[config.mk]
export PLATFORM = sky130hd
export DESIGN_NAME = mem_stage
export DESIGN_NICKNAME = d
export VERILOG_FILES = /design/src/rtl/mem_pkg.sv /design/src/rtl/mem_wait_timer.sv /design/src/rtl/mem_stage.sv
export SDC_FILE = /design/constraint.sdc
export NUM_CORES = 1
export LEC_CHECK = 0
export ABC_AREA = 1
export CORE_MARGIN = 3
export CORE_UTILIZATION = 35
export CTS_BUF_LIST = sky130_fd_sc_hd__clkbuf_4 sky130_fd_sc_hd__clkbuf_8
export CTS_CLUSTER_SIZE = 8
export DETAILED_ROUTE_END_ITERATION = 7
export GPL_TIMING_DRIVEN = 0
export MAX_ROUTING_LAYER = met4
export PLACE_DENSITY = 0.69
export SYNTH_ARGS = -nofsm -noshare
export SYNTH_HDL_FRONTEND = slang
export SYNTH_SLANG_ARGS = --single-unit
[constraint.sdc]
create_clock -name clk -period 3.17 [get_ports clk]
set_input_delay 0.317 -clock clk [delete_from_list [all_inputs] [get_ports clk]]
set_output_delay 0.317 -clock clk [all_outputs]
set_load 0.03 [all_outputs]
[src/rtl/mem_pkg.sv]
// Shared types and widths for the memory stage: FSM states, datapath widths
// and the writeback-enable gating rule.
package mem_pkg;

    localparam int DATA_W     = 32;
    localparam int REG_ADDR_W = 5;

    typedef enum logic {
        IDLE   = 1'b0,
        ACCESS = 1'b1
    } state_t;

    // Register x0 is hard-wired, so a write to it is never enabled.
    function automatic logic gate_wb_en(input logic en, input logic [REG_ADDR_W-1:0] rd);
        return en && (rd != '0);
    endfunction

endpackage

[src/rtl/mem_wait_timer.sv]
// Counts ACCESS cycles spent waiting for dmem_ready; expired marks the cycle
// whose missing ready would bring the count to TIMEOUT_CYCLES.
module mem_wait_timer #(
    parameter int TIMEOUT_CYCLES = 255
) (
    input  logic clk,
    input  logic rst_n,
    input  logic clear,
    input  logic enable,
    output logic expired
);

    localparam int CNT_W = $clog2(TIMEOUT_CYCLES + 1);

    logic [CNT_W-1:0] count;

    always_ff @(posedge clk or negedge rst_n) begin
        if (!rst_n) begin
            count <= '0;
        end else if (clear) begin
            count <= '0;
        end else if (enable) begin
            count <= count + 1'b1;
        end
    end

    assign expired = (count == CNT_W'(TIMEOUT_CYCLES - 1));

endmodule

[src/rtl/mem_stage.sv]
// Pipeline memory stage: passes ALU results through in one cycle, performs
// aligned word loads/stores over a ready/valid-style bus with a wait timeout.
module mem_stage
    import mem_pkg::*;
#(
    parameter int TIMEOUT_CYCLES = 255
) (
    input  logic                  clk,
    input  logic                  rst_n,
    input  logic                  ex_valid,
    input  logic [DATA_W-1:0]     ex_res,
    input  logic                  ex_write_reg,
    input  logic                  ex_load_en,
    input  logic                  ex_store_en,
    input  logic [REG_ADDR_W-1:0] ex_rd,
    input  logic [DATA_W-1:0]     ex_store_data,
    output logic                  mem_stall,
    output logic                  dmem_req,
    output logic                  dmem_we,
    output logic [DATA_W-1:0]     dmem_addr,
    output logic [DATA_W-1:0]     dmem_wdata,
    input  logic                  dmem_ready,
    input  logic [DATA_W-1:0]     dmem_rdata,
    output logic                  wb_valid,
    output logic                  wb_en,
    output logic [REG_ADDR_W-1:0] wb_rd,
    output logic [DATA_W-1:0]     wb_data,
    output logic                  err
);

    state_t state, state_nxt;

    logic                  is_mem, bad_op, accept, done_ok, abort, expired;
    logic [DATA_W-1:2]     addr_p1;
    logic [DATA_W-1:0]     wdata_p1;
    logic [REG_ADDR_W-1:0] rd_p1;
    logic                  wreg_p1, we_p1;

    logic                  wb_valid_nxt, wb_en_nxt, err_nxt;
    logic [REG_ADDR_W-1:0] wb_rd_nxt;
    logic [DATA_W-1:0]     wb_data_nxt;

    assign is_mem  = ex_load_en | ex_store_en;
    assign bad_op  = (ex_load_en & ex_store_en) | (is_mem & (ex_res[1:0] != 2'b00));
    assign accept  = (state == IDLE) && ex_valid && is_mem && !bad_op;
    // Ready wins over the timeout when both land in the same cycle.
    assign done_ok = (state == ACCESS) && dmem_ready;
    assign abort   = (state == ACCESS) && !dmem_ready && expired;

    mem_wait_timer #(
        .TIMEOUT_CYCLES(TIMEOUT_CYCLES)
    ) u_wait_timer (
        .clk    (clk),
        .rst_n  (rst_n),
        .clear  (accept),
        .enable ((state == ACCESS) && !dmem_ready),
        .expired(expired)
    );

    // Stage p1: request fields captured on accept, held through ACCESS.
    always_ff @(posedge clk) begin
        if (accept) begin
            addr_p1  <= ex_res[DATA_W-1:2];
            wdata_p1 <= ex_store_data;
            rd_p1    <= ex_rd;
            wreg_p1  <= ex_write_reg;
            we_p1    <= ex_store_en;
        end
    end

    always_ff @(posedge clk or negedge rst_n) begin
        if (!rst_n) begin
            state <= IDLE;
        end else begin
            state <= state_nxt;
        end
    end

    always_comb begin
        state_nxt = state;
        case (state)
            IDLE:    if (accept) state_nxt = ACCESS;
            ACCESS:  if (done_ok || abort) state_nxt = IDLE;
            default: state_nxt = IDLE;
        endcase
    end

    always_comb begin
        mem_stall  = (state == ACCESS);
        dmem_req   = (state == ACCESS);
        dmem_we    = (state == ACCESS) && we_p1;
        dmem_addr  = (state == ACCESS) ? {addr_p1, 2'b00} : '0;
        dmem_wdata = (state == ACCESS) ? wdata_p1 : '0;
    end

    always_comb begin
        wb_valid_nxt = 1'b0;
        wb_en_nxt    = 1'b0;
        err_nxt      = 1'b0;
        wb_rd_nxt    = '0;
        wb_data_nxt  = '0;
        if ((state == IDLE) && ex_valid && !accept) begin
            wb_valid_nxt = 1'b1;
            wb_rd_nxt    = ex_rd;
            if (bad_op) begin
                err_nxt = 1'b1;
            end else begin
                wb_data_nxt = ex_res;
                wb_en_nxt   = gate_wb_en(ex_write_reg, ex_rd);
            end
        end else if (done_ok) begin
            wb_valid_nxt = 1'b1;
            wb_rd_nxt    = rd_p1;
            if (!we_p1) begin
                wb_data_nxt = dmem_rdata;
                wb_en_nxt   = gate_wb_en(wreg_p1, rd_p1);
            end
        end else if (abort) begin
            wb_valid_nxt = 1'b1;
            wb_rd_nxt    = rd_p1;
            err_nxt      = 1'b1;
        end
    end

    // Stage p2: registered writeback and error pulse.
    always_ff @(posedge clk or negedge rst_n) begin
        if (!rst_n) begin
            wb_valid <= 1'b0;
            wb_en    <= 1'b0;
            wb_rd    <= '0;
            wb_data  <= '0;
            err      <= 1'b0;
        end else begin
            wb_valid <= wb_valid_nxt;
            wb_en    <= wb_en_nxt;
            wb_rd    <= wb_rd_nxt;
            wb_data  <= wb_data_nxt;
            err      <= err_nxt;
        end
    end

endmodule

== Yosys cells after proc, flatten, opt, wreduce, memory -nomap -nowiden ==
Index checks and enable logic that the tools add are counted.

* Register bits after elaboration: 118
* Input port bits: 108
* Output and inout bits: 107

* $add $sub $neg: 1
* Eq/ne operators: 1
* Multiplexer cells: 24
* Bitwise logic cells: 5
* Reduce and logical (&&, ||, !) cells: 18

{| class="wikitable"
|+ Operators by type and width
! kind !! count
|-
| 2-to-1 mux 32 bit || 6
|-
| 2-to-1 mux 8 bit || 2
|-
| 2-to-1 mux 5 bit || 3
|-
| 2-to-1 mux 1 bit || 12
|-
| logical AND 1 bit || 10
|-
| nonzero test 5 bit || 2
|-
| adder 8 x 1 -> 8 bit (second input constant) || 1
|-
| == test 8 bit (second input constant) || 1
|-
| nonzero test 2 bit || 2
|-
| zero test 1 bit || 3
|-
| bitwise AND 1 bit || 2
|-
| bitwise OR 1 bit || 2
|-
| case mux 1 bit (2 select lines) || 1
|-
| logical OR 1 bit || 1
|-
| inverter 1 bit || 1
|}

== Logic depth before layout (Yosys ltp) ==
* Word-level depth: 8
* Depth in mapped cells: 7
* Depth with buffers taken out: 7

== Hierarchy ==
Synthesis repeated with hierarchy kept, for this count alone.

* Cells, all modules: 454
* Area total of the unflattened synthesis: 4,742.0 µm²

{| class="wikitable"
|+ By module, submodules not included
! module !! times used !! cells each !! area each (µm²) !! seq. area each (µm²)
|-
| mem_stage || 1 || 396 || 4,282.9 || 3,098.0
|-
| mem_wait_timer || 1 || 58 || 459.2 || 200.2
|}

== Least setup slack after synthesis ==
No wires, ideal clock.

* Path type: flip-flop to flip-flop
* Start point: reg state, in the netlist dmem_req
* End point: reg addr_p1[10] (netlist name), enable pin
* Arrival time: 2.309 ns
* Required time: 2.746 ns
* Setup slack: 0.437 ns
* Cell stages (with the launch flop): 6
* Buffers on the path: 0
* Clock period less this slack: 2.733 ns
* Cell sequence: dfrtp_1 inv_2 nand2_2 nor2_2 nand2_4 inv_1

* Word-level cells in the longest chain between the ends: 4

{| class="wikitable"
|+ Ends and longest elaborated chain
! what !! line !! source
|-
| start, declared || mem_stage.sv:31 || <nowiki>state_t state, state_nxt;</nowiki>
|-
| start signal, assigned || mem_stage.sv:75 || <nowiki>state <= state_nxt;</nowiki>
|-
| inverter 1 bit || -- ||
|-
| logical AND 1 bit (3 in series) || mem_stage.sv:45 || <nowiki>assign accept = (state == IDLE) && ex_valid && is_mem && !bad_op;</nowiki>
|-
| named net accept || mem_stage.sv:33 || <nowiki>logic is_mem, bad_op, accept, done_ok, abort, expired;</nowiki>
|-
| end signal, assigned || mem_stage.sv:63 || <nowiki>addr_p1 <= ex_res[DATA_W-1:2];</nowiki>
|-
| end, declared || mem_stage.sv:34 || <nowiki>logic [DATA_W-1:2] addr_p1;</nowiki>
|}

The timed path passes the listed nets, and every way through them passes these cells.
A chain may end at the register's enable or synchronous reset.

== Final worst setup path ==
* Start point: reg state, in the netlist dmem_req
* End point: out dmem_addr[2]

* Word-level cells in the longest chain between the ends: 1

{| class="wikitable"
|+ Ends and longest elaborated chain
! what !! line !! source
|-
| 2-to-1 mux 32 bit || mem_stage.sv:92 || <nowiki>dmem_addr = (state == ACCESS) ? {addr_p1, 2'b00} : '0;</nowiki>
|-
| end, declared || mem_stage.sv:20 || <nowiki>output logic [DATA_W-1:0] dmem_addr,</nowiki>
|}

Every way passes these cells.

==> results.sh <==
export IMPL_irDropWorstVdd_mv=0.284
export IMPL_path_max_fanout=10
export IMPL_gp_congestion=0.882
export IMPL_grt_start_max_net_pins=71
export IMPL_clockRootBuffer="clkbuf_8"
export IMPL_rows=41
export IMPL_leakagePower_nw=3.45
export IMPL_dieArea_um2=15000
export IMPL_regArea_um2=3300
export IMPL_die_h_um=122
export IMPL_critPathArrivalTime_ps=2320
export IMPL_critPathRequiredTime_ps=2850
export IMPL_grt_total_usage_pct=18.2
export IMPL_tightestPinTransition_ps=893
export IMPL_final_cell_area_um2=7530
export IMPL_synth_cells=409
export IMPL_path_clk_slew_ps=70
export IMPL_timing_final_crit_period_ps=2640
export IMPL_synthToLayoutAreaGrowth_pct=58.8
export IMPL_rsz0062_at_grt="false"
export IMPL_mostFrequentLayoutCell="clkdlybuf4s50_1"
export IMPL_cts_path_max_buffers=2
export IMPL_finClkSkew_ps=11.1
export IMPL_antenna_cells=0
export IMPL_ys_ff_latch=118
export IMPL_portBuffers=212
export IMPL_synthesis_area_um2=4740
export IMPL_critPathCaptureType="output pin"
export IMPL_grt_pass1_vias=3887
export IMPL_final_core_utilization_pct=58.2
export IMPL_critical_path_class="reg2out"
export IMPL_cts_resized=0
export IMPL_drive_gt1_share_pct=8.99
export IMPL_p_per_area_nw_per_um2=678
export IMPL_drt_initial_drc_count=232
export IMPL_core_um2=12900
export IMPL_hp_class="in2async"
export IMPL_pwr_share_clk_pct=28.7
export IMPL_seqPwrFrac_pct=36.0
export IMPL_wl_per_cell_um=15.9
export IMPL_hold_viol=0
export IMPL_timing_fmax_mhz=379
export IMPL_mostFrequentLayoutCells="clkdlybuf4s50_1 (211), nand2_1 (101), inv_1 (77), edfxtp_1 (69), dfrtp_1 (49)"
export IMPL_synth_avg_cell_area_um2=11.6
export IMPL_viasPerCell=4.55
export IMPL_io_pin_count=215
export IMPL_first_pass_iters=5
export IMPL_cts_tree="yes"
export IMPL_grt_overflow=0
export IMPL_worst_slack_ps=535
export IMPL_cts_buffers=17
export IMPL_grt_pass1_wl_mm=20.0
export IMPL_ant_nets=0
export IMPL_totalWireLength_mm=13.2
export IMPL_antenna_found_initial=0
export IMPL_fin_crit_sh_pct=83.1
export IMPL_clk_latency_ps=430
export IMPL_status="complete, no violations"
export IMPL_final_net_count=753
export IMPL_synth_distinct_cells=21
export IMPL_pwr_share_comb_pct=35.4
export IMPL_setup_viol=0
export IMPL_maxSlewHeadroom_pct=40.4
export IMPL_clock_sinks=118
export IMPL_p_sw_mw=1.74
export IMPL_slew_violations=0
export IMPL_yosysWarnings=0
export IMPL_start_util_pct=36.7
export IMPL_place_ws_ps=788
export IMPL_drc=0
export IMPL_nFillCells=1102
export IMPL_cap_violations=0
export IMPL_yosysSeqAreaShare_pct=69.6
export IMPL_multiInputGateArea_um2=1020
export IMPL_place_area_um2=7100
export IMPL_switching_share_pct=34.0
export IMPL_vias=3766
export IMPL_die_w_um=122
export IMPL_h_tree_depth=4
export IMPL_internal_power_mw=3.37
export IMPL_start_kind="register"
export IMPL_dp_hpwl_mm=9.64
cell families (layout without fill, tap and decap cells):
| family | count (synthesis) | after routing | share of synthesized area [%] |
|---|---|---|---|
| AO/OA/AOI/OAI | 37 | 37 | 6.36 |
| other | 1 | 2 | 0.0791 |
| buffers and inverters | 97 | 343 | 8.89 |
| flip-flops | 118 | 118 | 69.6 |
| adder cells (fa/ha/maj) | 2 | 2 | 0.528 |
| AND/OR/NAND/NOR | 154 | 154 | 14.6 |
registers in the layout, indices dropped and copies added, names as in the netlist, 5 cells and up:
name                flops
addr_p1                30
rd_p1                   5
u_wait_timer.count      8
wb_data                32
wdata_p1               32
wb_rd                   5
critical path, stage by stage (launching register included):
cell             delay [ps]
dfrtp_1                 440
buf_2                   330
buf_2                   290
nand2_1                  80
inv_1                    60
clkdlybuf4s50_1         690
layer usage:
metal	part of all wire, %	GRT usage, %
met1	40	20.1
met5	0	-
met3	9.4	7.42
met2	50	30.3
met4	1.2	5.25
cell usage after synthesis:
cell	n	area, um^2
dfrtp_1	49	1230
nor2_2	4	25.0
o21ai_0	6	30.0
nand2_1	101	379
buf_2	10	50.1
inv_2	1	3.75
nand2_2	1	6.26
buf_6	4	45.0
nand2_4	1	11.3
nor3_1	2	10.0
inv_1	78	293
nand4_1	12	75.1
nor2_1	8	30.0
nor3_4	2	32.5
a22o_1	31	272
ha_1	2	25.0
buf_4	4	30.0
edfxtp_1	69	2070
nor2_4	1	11.3
nand3_1	22	110
conb_1	1	3.75
power by group through the flow:
stage,clock network [mW],logic [mW],registers (mW)
floorplan,0,0.852,2.00
global placement,0,1.80,1.86
detailed placement,0,1.82,1.87
CTS,1.50,1.83,1.84
global route,1.57,1.94,1.85
finish,1.46,1.81,1.84
worst paths after layout:
check / slack (ps) / startpoint / end / cells past startpoint
worst min register to register: 500 / wreg_p1 / wb_en / 2
worst min-delay path: 430 / rst_n / wb_rd[4] / 2
max in group asynchronous: 2160 / rst_n / wb_data[0] / 3
min in group clk: 440 / dmem_rdata[1] / wb_data[1] / 3
worst max-delay path: 530 / dmem_req / dmem_addr[2] / 5
worst max register to register: 1190 / dmem_req / addr_p1[12] / 5
final cells by class:
class	instances	share of cell area [%]
buffer	18	1.66
clock buffer	20	3.49
clock inverter	12	2.09
inverter	79	3.97
multi-input combinational	195	13.6
sequential	118	43.8
tap	172	2.86
timing repair buffer	214	28.5
metrics by stage:
step | cells | setup TNS (ps) | hold slack (ps) | total power [mW]
final | 828 | 0 | 429 | 5.10
after global routing | 828 | 0 | 393 | 5.36
after CTS | 828 | 0 | 405 | 5.16
after detailed placement | 795 | 0 | 362 | 3.69
after global placement | 794 | -42070 | 466 | 3.66
after floorplan | 410 | 0 | 21.4 | 2.85
timing repair:
item | 4_1_cts | 5_1_grt
setup endpoints to repair | 0 | 0
endpoints found under the hold margin | 23 | 0
hold buffers | 1 | 0
buffers inserted | 0 | 0
(Power assumes the default switching activity.)
==> RTL change 1: new RTL, config.mk and constraints unchanged <==
Put one more register stage on the output `err`, with the module's reset. The value now appears one clock later. The other outputs are not delayed to match.
--- a/src/rtl/mem_stage.sv
+++ b/src/rtl/mem_stage.sv
@@ -27,6 +27,8 @@
     output logic [DATA_W-1:0]     wb_data,
     output logic                  err
 );
+
+    logic err_s0;
 
     state_t state, state_nxt;
 
@@ -129,13 +131,21 @@
             wb_en    <= 1'b0;
             wb_rd    <= '0;
             wb_data  <= '0;
-            err      <= 1'b0;
+            err_s0   <= 1'b0;
         end else begin
             wb_valid <= wb_valid_nxt;
             wb_en    <= wb_en_nxt;
             wb_rd    <= wb_rd_nxt;
             wb_data  <= wb_data_nxt;
-            err      <= err_nxt;
+            err_s0   <= err_nxt;
+        end
+    end
+
+    always_ff @(posedge clk or negedge rst_n) begin
+        if (!rst_n) begin
+            err <= '0;
+        end else begin
+            err <= err_s0;
         end
     end
 
Behaviour: not the same (Yosys sat finds a counterexample within 4 cycles, from zero or initial values and one cycle with rst_n low).
==> RTL change 1 against the unedited design <==
- sequential cell count grew 1
- via count is 5.6% higher
- largest cell class unchanged
- first-iteration DRC count fell by 10%
- wire length up 0.40%
- setup slack got worse by 0.050 ns
- cell area is 1.6% higher
- synthesized area is 1.6% higher
Power is not compared: it rests on default switching activity, and its combinational part moved more than twofold at a synthesized area within 25%.
==> RTL change 1: results <==
export IMPL_p_int_mw=2.947
export IMPL_status="finished clean"
export IMPL_netlist_top_cells_area="edfxtp_1, dfrtp_1, nand2_1"
export IMPL_crit_slowest_cell="clkdlybuf4s50_1"
export IMPL_dp_hpwl_um=9704
export IMPL_grt_pass1_vias=3922
export IMPL_pg_comb_uw=521
export IMPL_initialDrtViolationCount=208
export IMPL_async_reset_ff_frac=0.4202
export IMPL_cts_buffer_depth=2
export IMPL_slew_headroom=0.3869
export IMPL_drive_above_1_share=0.08543
export IMPL_netlist_top_cells_count="nand2_1, inv_1, edfxtp_1"
export IMPL_p_leak_nw=3.619
export IMPL_seq_area_frac_synth=0.6900
export IMPL_routed_wl_um=13200
export IMPL_vias=3977
export IMPL_nets=811
export IMPL_clk_latency_ns=0.42
export IMPL_root_buffer="clkbuf_8"
export IMPL_n_fill_cell=1167
export IMPL_yosysUniqueCellTypes=22
export IMPL_postCtsSetupBuffers=0
export IMPL_synth_fa_ha_area_frac=0.005196
export IMPL_hold_slack_ns=0.3636
export IMPL_grt_pass1_wl_um=19640
export IMPL_finalClockSkew_ns=0.006969
export IMPL_track_usage=0.1779
export IMPL_synth_compound_area_frac=0.005196
export IMPL_crit_arrival_ns=2.37
export IMPL_dr_pass1_iters=4
export IMPL_synthXorXnorAreaFrac=0.003637
export IMPL_gp_congestion=0.8894
export IMPL_total_power_mw=3.833
[RTL change 1: cell types whose count changed after synthesis, sizes merged, moves of 2 or more]
cell and change:
a22o -31, inv -2, nand2 +88, nand3 +4
nand4 -6, nor2 +4, o21ai -2, xor2 +2
[RTL change 1: final cells by class]
type	count	area [um^2]	area share
Buffer	17	117.6	0.01538
Clock buffer	22	284.0	0.03714
Clock inverter	10	173.9	0.02274
Inverter	77	291.5	0.03812
Multi-Input combinational cell	255	1090	0.1425
Sequential cell	119	3323	0.4346
Tap cell	176	220.2	0.02880
Timing Repair Buffer	214	2147	0.2808
[RTL change 1: worst max-delay path, delay by kind of cell (launching register included)]
family / cells / cell delay, ns
buffers and inverters: 4 / 1.39
DFF: 1 / 0.47
and+or+nand+nor: 1 / 0.08
[RTL change 1: through the flow]
stage / worst slack, ns / instance area (um^2) / instances
finish: 0.4848 / 7647 / 890
global route: 0.2938 / 7647 / 890
CTS: 0.3827 / 7647 / 890
detailed placement: 0.7512 / 7179 / 857
global placement: -0.6023 / 7162 / 856
floorplan: 0.3966 / 4820 / 468
[RTL change 1: worst paths after layout]
path	startpoint	end	slack [ns]
max	dmem_req	dmem_addr[5]	0.48
min	rst_n	u_wait_timer.count[0]	0.36
max reg2reg	dmem_req	wdata_p1[31]	1.15
min reg2reg	err_s0	err	0.37
max in group asynchronous	rst_n	wb_data[26]	2.25
min in group clk	err_s0	err	0.37
[RTL change 1: layer usage]
| layer | part of all wire | global-route usage | vias up |
|---|---|---|---|
| met5 | 0 | - | - |
| met4 | 0.015 | 0.06644 | 0 |
| met3 | 0.11 | 0.07045 | 20 |
| met2 | 0.50 | 0.2932 | 172 |
| met1 | 0.38 | 0.1947 | 1872 |
| li1 | - | - | 1913 |
==> RTL change 2: new RTL, same flow settings <==
Made on the original files. Change the package constant `REG_ADDR_W` from 5 to 7.
--- a/src/rtl/mem_pkg.sv
+++ b/src/rtl/mem_pkg.sv
@@ -3,7 +3,7 @@
 package mem_pkg;
 
     localparam int DATA_W     = 32;
-    localparam int REG_ADDR_W = 5;
+    localparam int REG_ADDR_W = 7;
 
     typedef enum logic {
         IDLE   = 1'b0,
Interface: changed (resized ex_rd and wb_rd); port bits go from 215 to 219. No check against the original RTL was run, so the function may have changed too.
==> RTL change 2 against the unedited design <==
- non-clock buffer count up 9
- clock skew shrank 0.0061 ns
- wire length increased by 8.3%
- critical path depth is the same
- synthesized cell count grew 19%
- global-route usage rose by 0.62 points
- cell area grew 4.5%
- register-to-register slack better by 0.17 ns
- sequential cell count grew 4
- die area rose by 5.6%
- setup slack got worse by 0.019 ns
- synthesized area up 5.9%
- highest routed layer unchanged
Power is not compared: it rests on default switching activity, and its combinational part moved more than twofold at a synthesized area within 25%.
==> RTL change 2: results <==
export IMPL_status="finished clean"
export IMPL_seq_area_frac_synth=0.6788
export IMPL_n_all_inverters=78
export IMPL_synth_compound_area_frac=0.004984
export IMPL_grtUsageMet1=0.2152
export IMPL_nMultiInputCombCells=265
export IMPL_async_reset_ff_frac=0.4180
export IMPL_cts_buffer_depth=2
export IMPL_nets=837
export IMPL_netlist_top_cells_count="nand2_1, inv_1, edfxtp_1"
export IMPL_vias_per_cell=4.549
export IMPL_grt_pass1_wl_um=22480
export IMPL_hold_slack_ns=0.4149
export IMPL_dpl_cell_count=885
export IMPL_buf_share=0.2986
export IMPL_gr_usage_met3=0.05937
export IMPL_place_area_um2=7457
export IMPL_track_usage=0.1878
export IMPL_r2r_cells=6
export IMPL_worstReg2RegEnd="wdata_p1[6]"
export IMPL_n_fill_cell=1226
export IMPL_met3_length_um=1119
export IMPL_drt_met1_wl_um=5606
export IMPL_place_ws_ns=0.9257
export IMPL_rrSetupSlack_ns=1.36
export IMPL_sequential_cell_total=122
export IMPL_nClkBuffers=30
export IMPL_holdCritPathClass="primary input to flip-flop"
export IMPL_stdcell_area_um2=7865
export IMPL_netlist_area_um2=5021
export IMPL_grt_pass1_vias=4344
export IMPL_dp_hpwl_um=10680
export IMPL_clock_tree_area_fraction=0.05059
export IMPL_initialDrtViolationCount=293
export IMPL_crit_arrival_ns=2.34
export IMPL_wl_met2_um=7241
export IMPL_multi_input_area_share=0.1513
export IMPL_yosysWarnings=0
export IMPL_dr_pass1_iters=4
export IMPL_seq_share=0.4333
export IMPL_cts_buffers=17
export IMPL_drive_above_1_share=0.09892
export IMPL_synthXorXnorAreaFrac=0.003489
export IMPL_synth_fa_ha_area_frac=0.004984
export IMPL_routed_wl_um=14240
export IMPL_top_regs="wb_data x32, wdata_p1 x32, addr_p1 x30"
export IMPL_synth_edf_count=71
export IMPL_yosysUniqueCellTypes=23
export IMPL_finalClockSkew_ns=0.004971
export IMPL_slew_headroom=0.5936
export IMPL_portBuffers=216
export IMPL_buffers=241
export IMPL_gp_congestion=0.8806
export IMPL_grt_max_degree=51
export IMPL_netlist_top_cells_area="edfxtp_1, dfrtp_1, nand2_1"
export IMPL_postSynthCellCount=486
export IMPL_routedWlPerCell_um=15.51
export IMPL_crit_path_max_incr_delay_ns=0.71
export IMPL_grtUsageMet2=0.3156
-- RTL change 2: changes by cell type after synthesis, moves of 3 or more --
cell     delta
a22o_1     -31
buf_6       -3
nand3_1    +37
buf_4       +3
nand2_1    +56
nand4_1     -3
nor2_1      +5
buf_2       +4
-- RTL change 2: how the worst max path moves through the flow --
stage,to,slack [ns]
2_1_floorplan,addr_p1[10],0.43
3_3_place_gp,wdata_p1[17],-0.61
3_5_place_dp,dmem_addr[11],0.93
4_1_cts,dmem_addr[11],0.41
5_1_grt,dmem_addr[11],0.31
6_report,dmem_addr[11],0.52
-- RTL change 2: critical path, delay by kind of cell, from the launching register on --
family | cells | cell delay [ns]
flops | 1 | 0.46
simple gates | 1 | 0.08
buf+inv | 4 | 1.35
-- RTL change 2: repair_timing --
item	4_1_cts	5_1_grt
gates resized for setup	0	0
hold buffers	1	0
setup endpoints to repair	0	0
hold endpoints to repair	23	0
